[config.mk]
export PLATFORM = sky130hd
export DESIGN_NAME = pixel_stream_packer
export DESIGN_NICKNAME = d
export VERILOG_FILES = /design/src/rtl/pixel_stream_packer.sv
export SDC_FILE = /design/constraint.sdc
export NUM_CORES = 1
export LEC_CHECK = 0
export BUFFER_PORTS_ARGS = -buffer_cell sky130_fd_sc_hd__buf_2
export CORE_UTILIZATION = 43
export CTS_BUF_LIST = sky130_fd_sc_hd__clkbuf_4
export CTS_CLUSTER_SIZE = 40
export DETAILED_ROUTE_END_ITERATION = 6
export GPL_TIMING_DRIVEN = 0
export PLACE_DENSITY = 0.78
export SLEW_MARGIN = 20
export SYNTH_ARGS = -nofsm -noshare
export SYNTH_HDL_FRONTEND = slang
export SYNTH_SLANG_ARGS = --single-unit
[constraint.sdc]
create_clock -name clk -period 2.4 [get_ports clk]
set_input_delay 0.12 -clock clk [delete_from_list [all_inputs] [get_ports clk]]
set_output_delay 0.12 -clock clk [all_outputs]
set_load 0.03 [all_outputs]
[src/rtl/pixel_stream_packer.sv]
// Shades raster-ordered ray-march pixels to RGB, buffers them in a first-word-fall-through FIFO
// and emits AXI4-Stream video (tuser = start of frame, tlast = end of line). DEPTH_SHADE_EN selects depth shading.
module pixel_stream_packer #(
  parameter int          H_RES       = 640,
  parameter int          V_RES       = 480,
  parameter int          FIFO_DEPTH  = 16,
  parameter logic [23:0] BG_COLOR    = 24'h000000,
  parameter logic [23:0] FG_COLOR    = 24'hFFFFFF,
  parameter int          DEPTH_SHIFT = 4
) (
  input  logic                          clk,
  input  logic                          rst,
  input  logic                          en,
  input  logic [95:0]                   surface_point_in,
  input  logic                          hit_in,
  input  logic                          pixel_valid_in,
  output logic [23:0]                   m_axis_tdata,
  output logic                          m_axis_tvalid,
  input  logic                          m_axis_tready,
  output logic                          m_axis_tuser,
  output logic                          m_axis_tlast,
  output logic                          frame_done,
  output logic                          overflow,
  output logic [$clog2(FIFO_DEPTH):0]   fifo_level
);

  localparam int AW = $clog2(FIFO_DEPTH);
  localparam int LW = AW + 1;
  localparam int XW = (H_RES > 2) ? $clog2(H_RES) : 1;
  localparam int YW = (V_RES > 2) ? $clog2(V_RES) : 1;
  localparam logic [XW-1:0] X_LAST = XW'(H_RES - 1);
  localparam logic [YW-1:0] Y_LAST = YW'(V_RES - 1);

  typedef enum logic {IDLE, RUN} state_t;

  state_t        state;
  logic [XW-1:0] x;
  logic [YW-1:0] y;

  logic [23:0]   color_p0;
  logic [23:0]   color_p1;
  logic          vld_p1;

  logic [23:0]   mem [FIFO_DEPTH];
  logic [AW:0]   wptr;
  logic [AW:0]   rptr;
  logic [LW-1:0] level;
  logic          empty;
  logic          full;
  logic          pop;
  logic          wr_en;
  logic          drop;

  // The x/y components are never used for colour; only depth matters.
  logic unused_coords;
  assign unused_coords = ^surface_point_in[95:32];

`ifdef DEPTH_SHADE_EN
  logic signed [31:0] z_p0;
  logic               unused_fg;

  // Map positive depth to a falling grey level, saturating at black and at white for z <= 0.
  function automatic logic [7:0] depth_shade(input logic signed [31:0] z);
    logic signed [31:0] d;
    d = z >>> (21 - DEPTH_SHIFT);
    if (z <= 32'sd0)
      return 8'hFF;
    else if (d >= 32'sd255)
      return 8'h00;
    else
      return 8'hFF - d[7:0];
  endfunction

  function automatic logic [23:0] hit_color(input logic signed [31:0] z);
    logic [7:0] s;
    s = depth_shade(z);
    return {s, s, s};
  endfunction

  assign z_p0      = surface_point_in[31:0];
  assign unused_fg = ^FG_COLOR;
  assign color_p0  = hit_in ? hit_color(z_p0) : BG_COLOR;
`else
  logic unused_depth;
  assign unused_depth = ^{surface_point_in[31:0], (DEPTH_SHIFT > 0)};
  assign color_p0     = hit_in ? FG_COLOR : BG_COLOR;
`endif

  // ---- p0 -> p1: shade register ----
  always_ff @(posedge clk or negedge rst) begin
    if (!rst) vld_p1 <= 1'b0;
    else      vld_p1 <= pixel_valid_in;
  end

  always_ff @(posedge clk) begin
    if (pixel_valid_in) color_p1 <= color_p0;
  end

  // ---- p1 -> FIFO ----
  assign level = wptr - rptr;
  assign empty = (level == '0);
  assign full  = (level == LW'(FIFO_DEPTH));
  assign pop   = m_axis_tvalid & m_axis_tready;
  // A full FIFO still accepts a write when the head leaves in the same cycle.
  assign wr_en = vld_p1 & (~full | pop);
  assign drop  = vld_p1 & full & ~pop;

  always_ff @(posedge clk) begin
    if (wr_en) mem[wptr[AW-1:0]] <= color_p1;
  end

  always_ff @(posedge clk or negedge rst) begin
    if (!rst) begin
      wptr     <= '0;
      rptr     <= '0;
      overflow <= 1'b0;
    end else begin
      if (wr_en) wptr <= wptr + (AW+1)'(1);
      if (pop)   rptr <= rptr + (AW+1)'(1);
      if (drop)  overflow <= 1'b1;
    end
  end

  // ---- FIFO -> AXI-Stream: frame sequencing and raster position ----
  always_ff @(posedge clk or negedge rst) begin
    if (!rst) begin
      state      <= IDLE;
      x          <= '0;
      y          <= '0;
      frame_done <= 1'b0;
    end else begin
      frame_done <= 1'b0;
      case (state)
        IDLE: begin
          if (en) state <= RUN;
        end
        RUN: begin
          if (pop) begin
            if (x == X_LAST) begin
              x <= '0;
              if (y == Y_LAST) begin
                y          <= '0;
                frame_done <= 1'b1;
                if (!en) state <= IDLE;
              end else begin
                y <= y + YW'(1);
              end
            end else begin
              x <= x + XW'(1);
            end
          end
        end
        default: state <= IDLE;
      endcase
    end
  end

  // Everything below is derived from registers only, so it holds steady while stalled.
  assign m_axis_tvalid = (state == RUN) && !empty;
  assign m_axis_tdata  = m_axis_tvalid ? mem[rptr[AW-1:0]] : '0;
  assign m_axis_tuser  = m_axis_tvalid && (x == '0) && (y == '0);
  assign m_axis_tlast  = m_axis_tvalid && (x == X_LAST);
  assign fifo_level    = level;

endmodule

==> impl_metrics.py <==
metrics = {
    "hold_path": {
        "min_path_cells": 3,
        "hold_path.class": "input port to flip-flop",
    },
    "logic_synthesis": {
        "synth_area_leaders": "sky130_fd_sc_hd__dfrtp_1 (29%), sky130_fd_sc_hd__edfxtp_1 (18%), sky130_fd_sc_hd__buf_4 (6.1%)",
        "yosys-top-cells-count": "sky130_fd_sc_hd__dfrtp_1 (33), sky130_fd_sc_hd__buf_4 (23), sky130_fd_sc_hd__nand2_1 (21)",
        "netlist_instances": 263,
        "synth_most_common_cell": "sky130_fd_sc_hd__dfrtp_1",
        "synth_cell_types": 50,
        "syn-cell-area_um2": 2825,
        "yosysTopAreaCellShare": 0.2923,
        "asyncSetResetFlopFracSynth": 0.6600,
        "yosys_register_bits": 50,
        "synth_enable_flop_cells": 17,
        "synth_seq_area_share": 0.4730,
        "yosysWarnings": 0,
        "postSynthAreaPerCell_um2": 10.74,
        "total_nets_after_synthesis": 379,
        "yosys.area.top_type": "sky130_fd_sc_hd__dfrtp_1",
        "synth_top_flop_cell": "sky130_fd_sc_hd__dfrtp_1",
    },
    "setup_path": {
        "worst_ep_arrival_time_ps": 2600,
        "worstRegToRegCells": 11,
        "timing_worst_setup_path_type": "flip-flop to output port",
        "crit_path_start_kind": "flip-flop",
        "required_time_at_the_worst_slack_endpoint_ps": 2280,
        "setup.reg_to_reg.worst_slack_ps": -320,
        "cp-end-kind": "output port",
        "rr_startpoint": "rptr[0]",
        "critPathCapture": "m_axis_tdata[11]",
        "worstSetupStartpoint": "rptr[0]",
        "capturing_point_of_the_worst_reg2reg_path": "mem[2][22]",
        "crit_path_max_fanout": 7,
    },
    "cts": {
        "tritoncts_clock_tree": "built",
        "h-tree-depth": 2,
        "cts_buffers": 5,
        "root_driver": "sky130_fd_sc_hd__clkbuf_4",
        "insertion_delay_ps": 370,
        "cts.reportedPaths.clkPinSlew_ps": 140,
        "cts-root-to-sink-buffers": 2,
        "cts_num_sinks": 50,
    },
    "global_routing": {
        "first_global_vias": 2383,
        "largest_net_degree_at_the_start_of_global_routing": 34,
        "globalRouteOverflowTotal": 0,
        "track_usage": 0.2056,
        "global_route_wire_length_before_repair_um": 11430,
        "number_of_antenna_violations_at_the_first_check_in_global_routing": 0,
    },
    "die": {
        "floorplan.core_area_um2": 6350,
        "die_width_um": 83.06,
        "initial_utilization": 0.4449,
        "fp.dieArea_um2": 6898,
        "placement_rows": 29,
        "die_y_um": 83.06,
        "num_io_pins": 136,
    },
    "timing": {
        "maxClockFrequency_ghz": 0.3670,
        "relative_slew_slack": 0.5189,
        "finClkSkew_ps": 12.57,
        "worst-slew-pin-transition_ps": 721.6,
        "final_setup_violation_count": 65,
        "timing_max_transition_violations_final": 0,
        "setup_repair_after_global_routing_missed_its_margin": "true",
        "fin_crit_sh": 1.135,
        "hold_viol_final": 0,
        "postLayoutSetupSlackWorst_ps": -324.9,
        "setup-tns-final_ps": -13840,
        "period_minus_slack_ps": 2725,
    },
    "placement": {
        "place.gp.congestion": 0.8545,
        "dp_hpwl_um": 3930,
        "placed_cells_incl_taps": 379,
        "numPortBuffers": 39,
        "postPlaceCellArea_um2": 3288,
    },
    "drt": {
        "routedLengthMet1_um": 2833,
        "wl_met3_um": 417,
        "final_antenna_net_count": 0,
        "drt-pass1-iter-count": 4,
        "routed_wire_length_per_instance_um": 16.84,
        "topRoutingLayerUsed": "met4",
        "via_count": 2298,
        "drc": 0,
        "drt_wl_total_um": 7021,
        "initialDrtViolationCount": 224,
        "wire_length_on_met2_um": 3605,
        "post_drt_via_cell_ratio": 5.511,
    },
    "status": {
        "violations": "setup timing",
        "status": "finished with violations",
    },
    "layout": {
        "fin_cells": 417,
        "number_of_antenna_cells_inserted": 0,
        "syn_to_final_growth_pct": 43.22,
        "fin_area_um2": 4046,
        "post_route_cells_drive_above_1_share": 0.4735,
        "nNetsFinal": 455,
    },
    "run": {
        "maxCapViolCount": 0,
    },
}
[cell type report]
class	count	area, um2
fill	444	2303
multi-input combinational	171	1555
sequential	50	1338
timing repair buffer	67	626.9
buffer	28	307.8
tap	77	96.34
inverter	16	62.56
clock buffer	7	52.55
clock inverter	1	7.507
[sequential cells by signal, indices dropped and copies added, names as in the netlist]
register / cells
mem: 16
x: 10
y: 9
rptr: 5
wptr: 5
color_p1: 1
frame_done: 1
overflow: 1
state: 1
vld_p1: 1
[cell families (layout without fill, tap and decap cells)]
group / after synthesis / after routing / synth area share
AND/OR/NAND/NOR: 98 / 101 / 0.1847
flip-flops: 50 / 50 / 0.4730
buffers and inverters: 45 / 119 / 0.09654
AO/OA/AOI/OAI: 30 / 30 / 0.07131
XOR/XNOR: 18 / 18 / 0.05846
adder cells (fa/ha/maj): 14 / 14 / 0.06466
multiplexers: 8 / 8 / 0.05137
[worst min-delay path by stage]
| stage | start | slack, ps | endpoint |
|---|---|---|---|
| after floorplan | rst | -180 | frame_done |
| after global placement | rst | 220 | y[0] |
| after detailed placement | rst | 220 | y[0] |
| after CTS | m_axis_tready | 250 | frame_done |
| after global routing | m_axis_tready | 280 | frame_done |
| final | m_axis_tready | 300 | frame_done |
[repair_timing]
action / CTS / global route
gates cloned: 4 / 0
hold endpoints to repair: 37 / 0
resized for setup: 102 / 25
hold buffers: 4 / 0
buffers inserted: 23 / 5
pin swaps: 26 / 7
endpoints found under the setup margin: 64 / 74
[worst max-delay path, stage by stage (launching register included)]
cell and delay, ps:
sky130_fd_sc_hd__dfrtp_2 470, sky130_fd_sc_hd__ha_4 170, sky130_fd_sc_hd__fa_2 530, sky130_fd_sc_hd__nand3_1 70, sky130_fd_sc_hd__a211o_1 290, sky130_fd_sc_hd__nand2_2 120
sky130_fd_sc_hd__nand2_4 90, sky130_fd_sc_hd__and3_4 240, sky130_fd_sc_hd__buf_6 120, sky130_fd_sc_hd__buf_6 130
[placed cells by master (no fill, tap or decap), types with 6 or more instances in the layout]
cell type	synthesis	routed
sky130_fd_sc_hd__buf_4	23	16
sky130_fd_sc_hd__o21ai_0	10	6
sky130_fd_sc_hd__inv_1	15	14
sky130_fd_sc_hd__nor3_2	1	6
sky130_fd_sc_hd__clkbuf_4	0	7
sky130_fd_sc_hd__nand4_1	8	8
sky130_fd_sc_hd__nand2_1	21	18
sky130_fd_sc_hd__ha_1	13	11
sky130_fd_sc_hd__nor2_2	1	6
sky130_fd_sc_hd__and3_4	0	7
sky130_fd_sc_hd__nor3_4	1	7
sky130_fd_sc_hd__nor2_1	16	10
sky130_fd_sc_hd__xnor2_1	11	9
sky130_fd_sc_hd__nand3_1	12	11
sky130_fd_sc_hd__buf_2	3	12
sky130_fd_sc_hd__dfrtp_1	33	32
sky130_fd_sc_hd__edfxtp_1	17	17
sky130_fd_sc_hd__buf_6	1	59
[stage by stage]
stage               setup WS (ps)  hold slack (ps)  utilization
floorplan                  -271.7           -175.6            -
global placement           -385.8            222.8       0.5178
detailed placement         -407.8            216.6       0.5178
CTS                        -312.2            247.1       0.6219
global route               -427.9            282.1       0.6372
finish                     -324.9            304.1       0.6372
[layer usage]
layer / track usage / vias up
met5: 0 / -
met4: 0.07210 / 0
met3: 0.03479 / 15
met2: 0.3674 / 96
met1: 0.2495 / 1121
li1: - / 1066
Power is left out: the tool's default activity adds up to more than one toggle a clock period on the data nets, which glitch-free logic cannot reach.
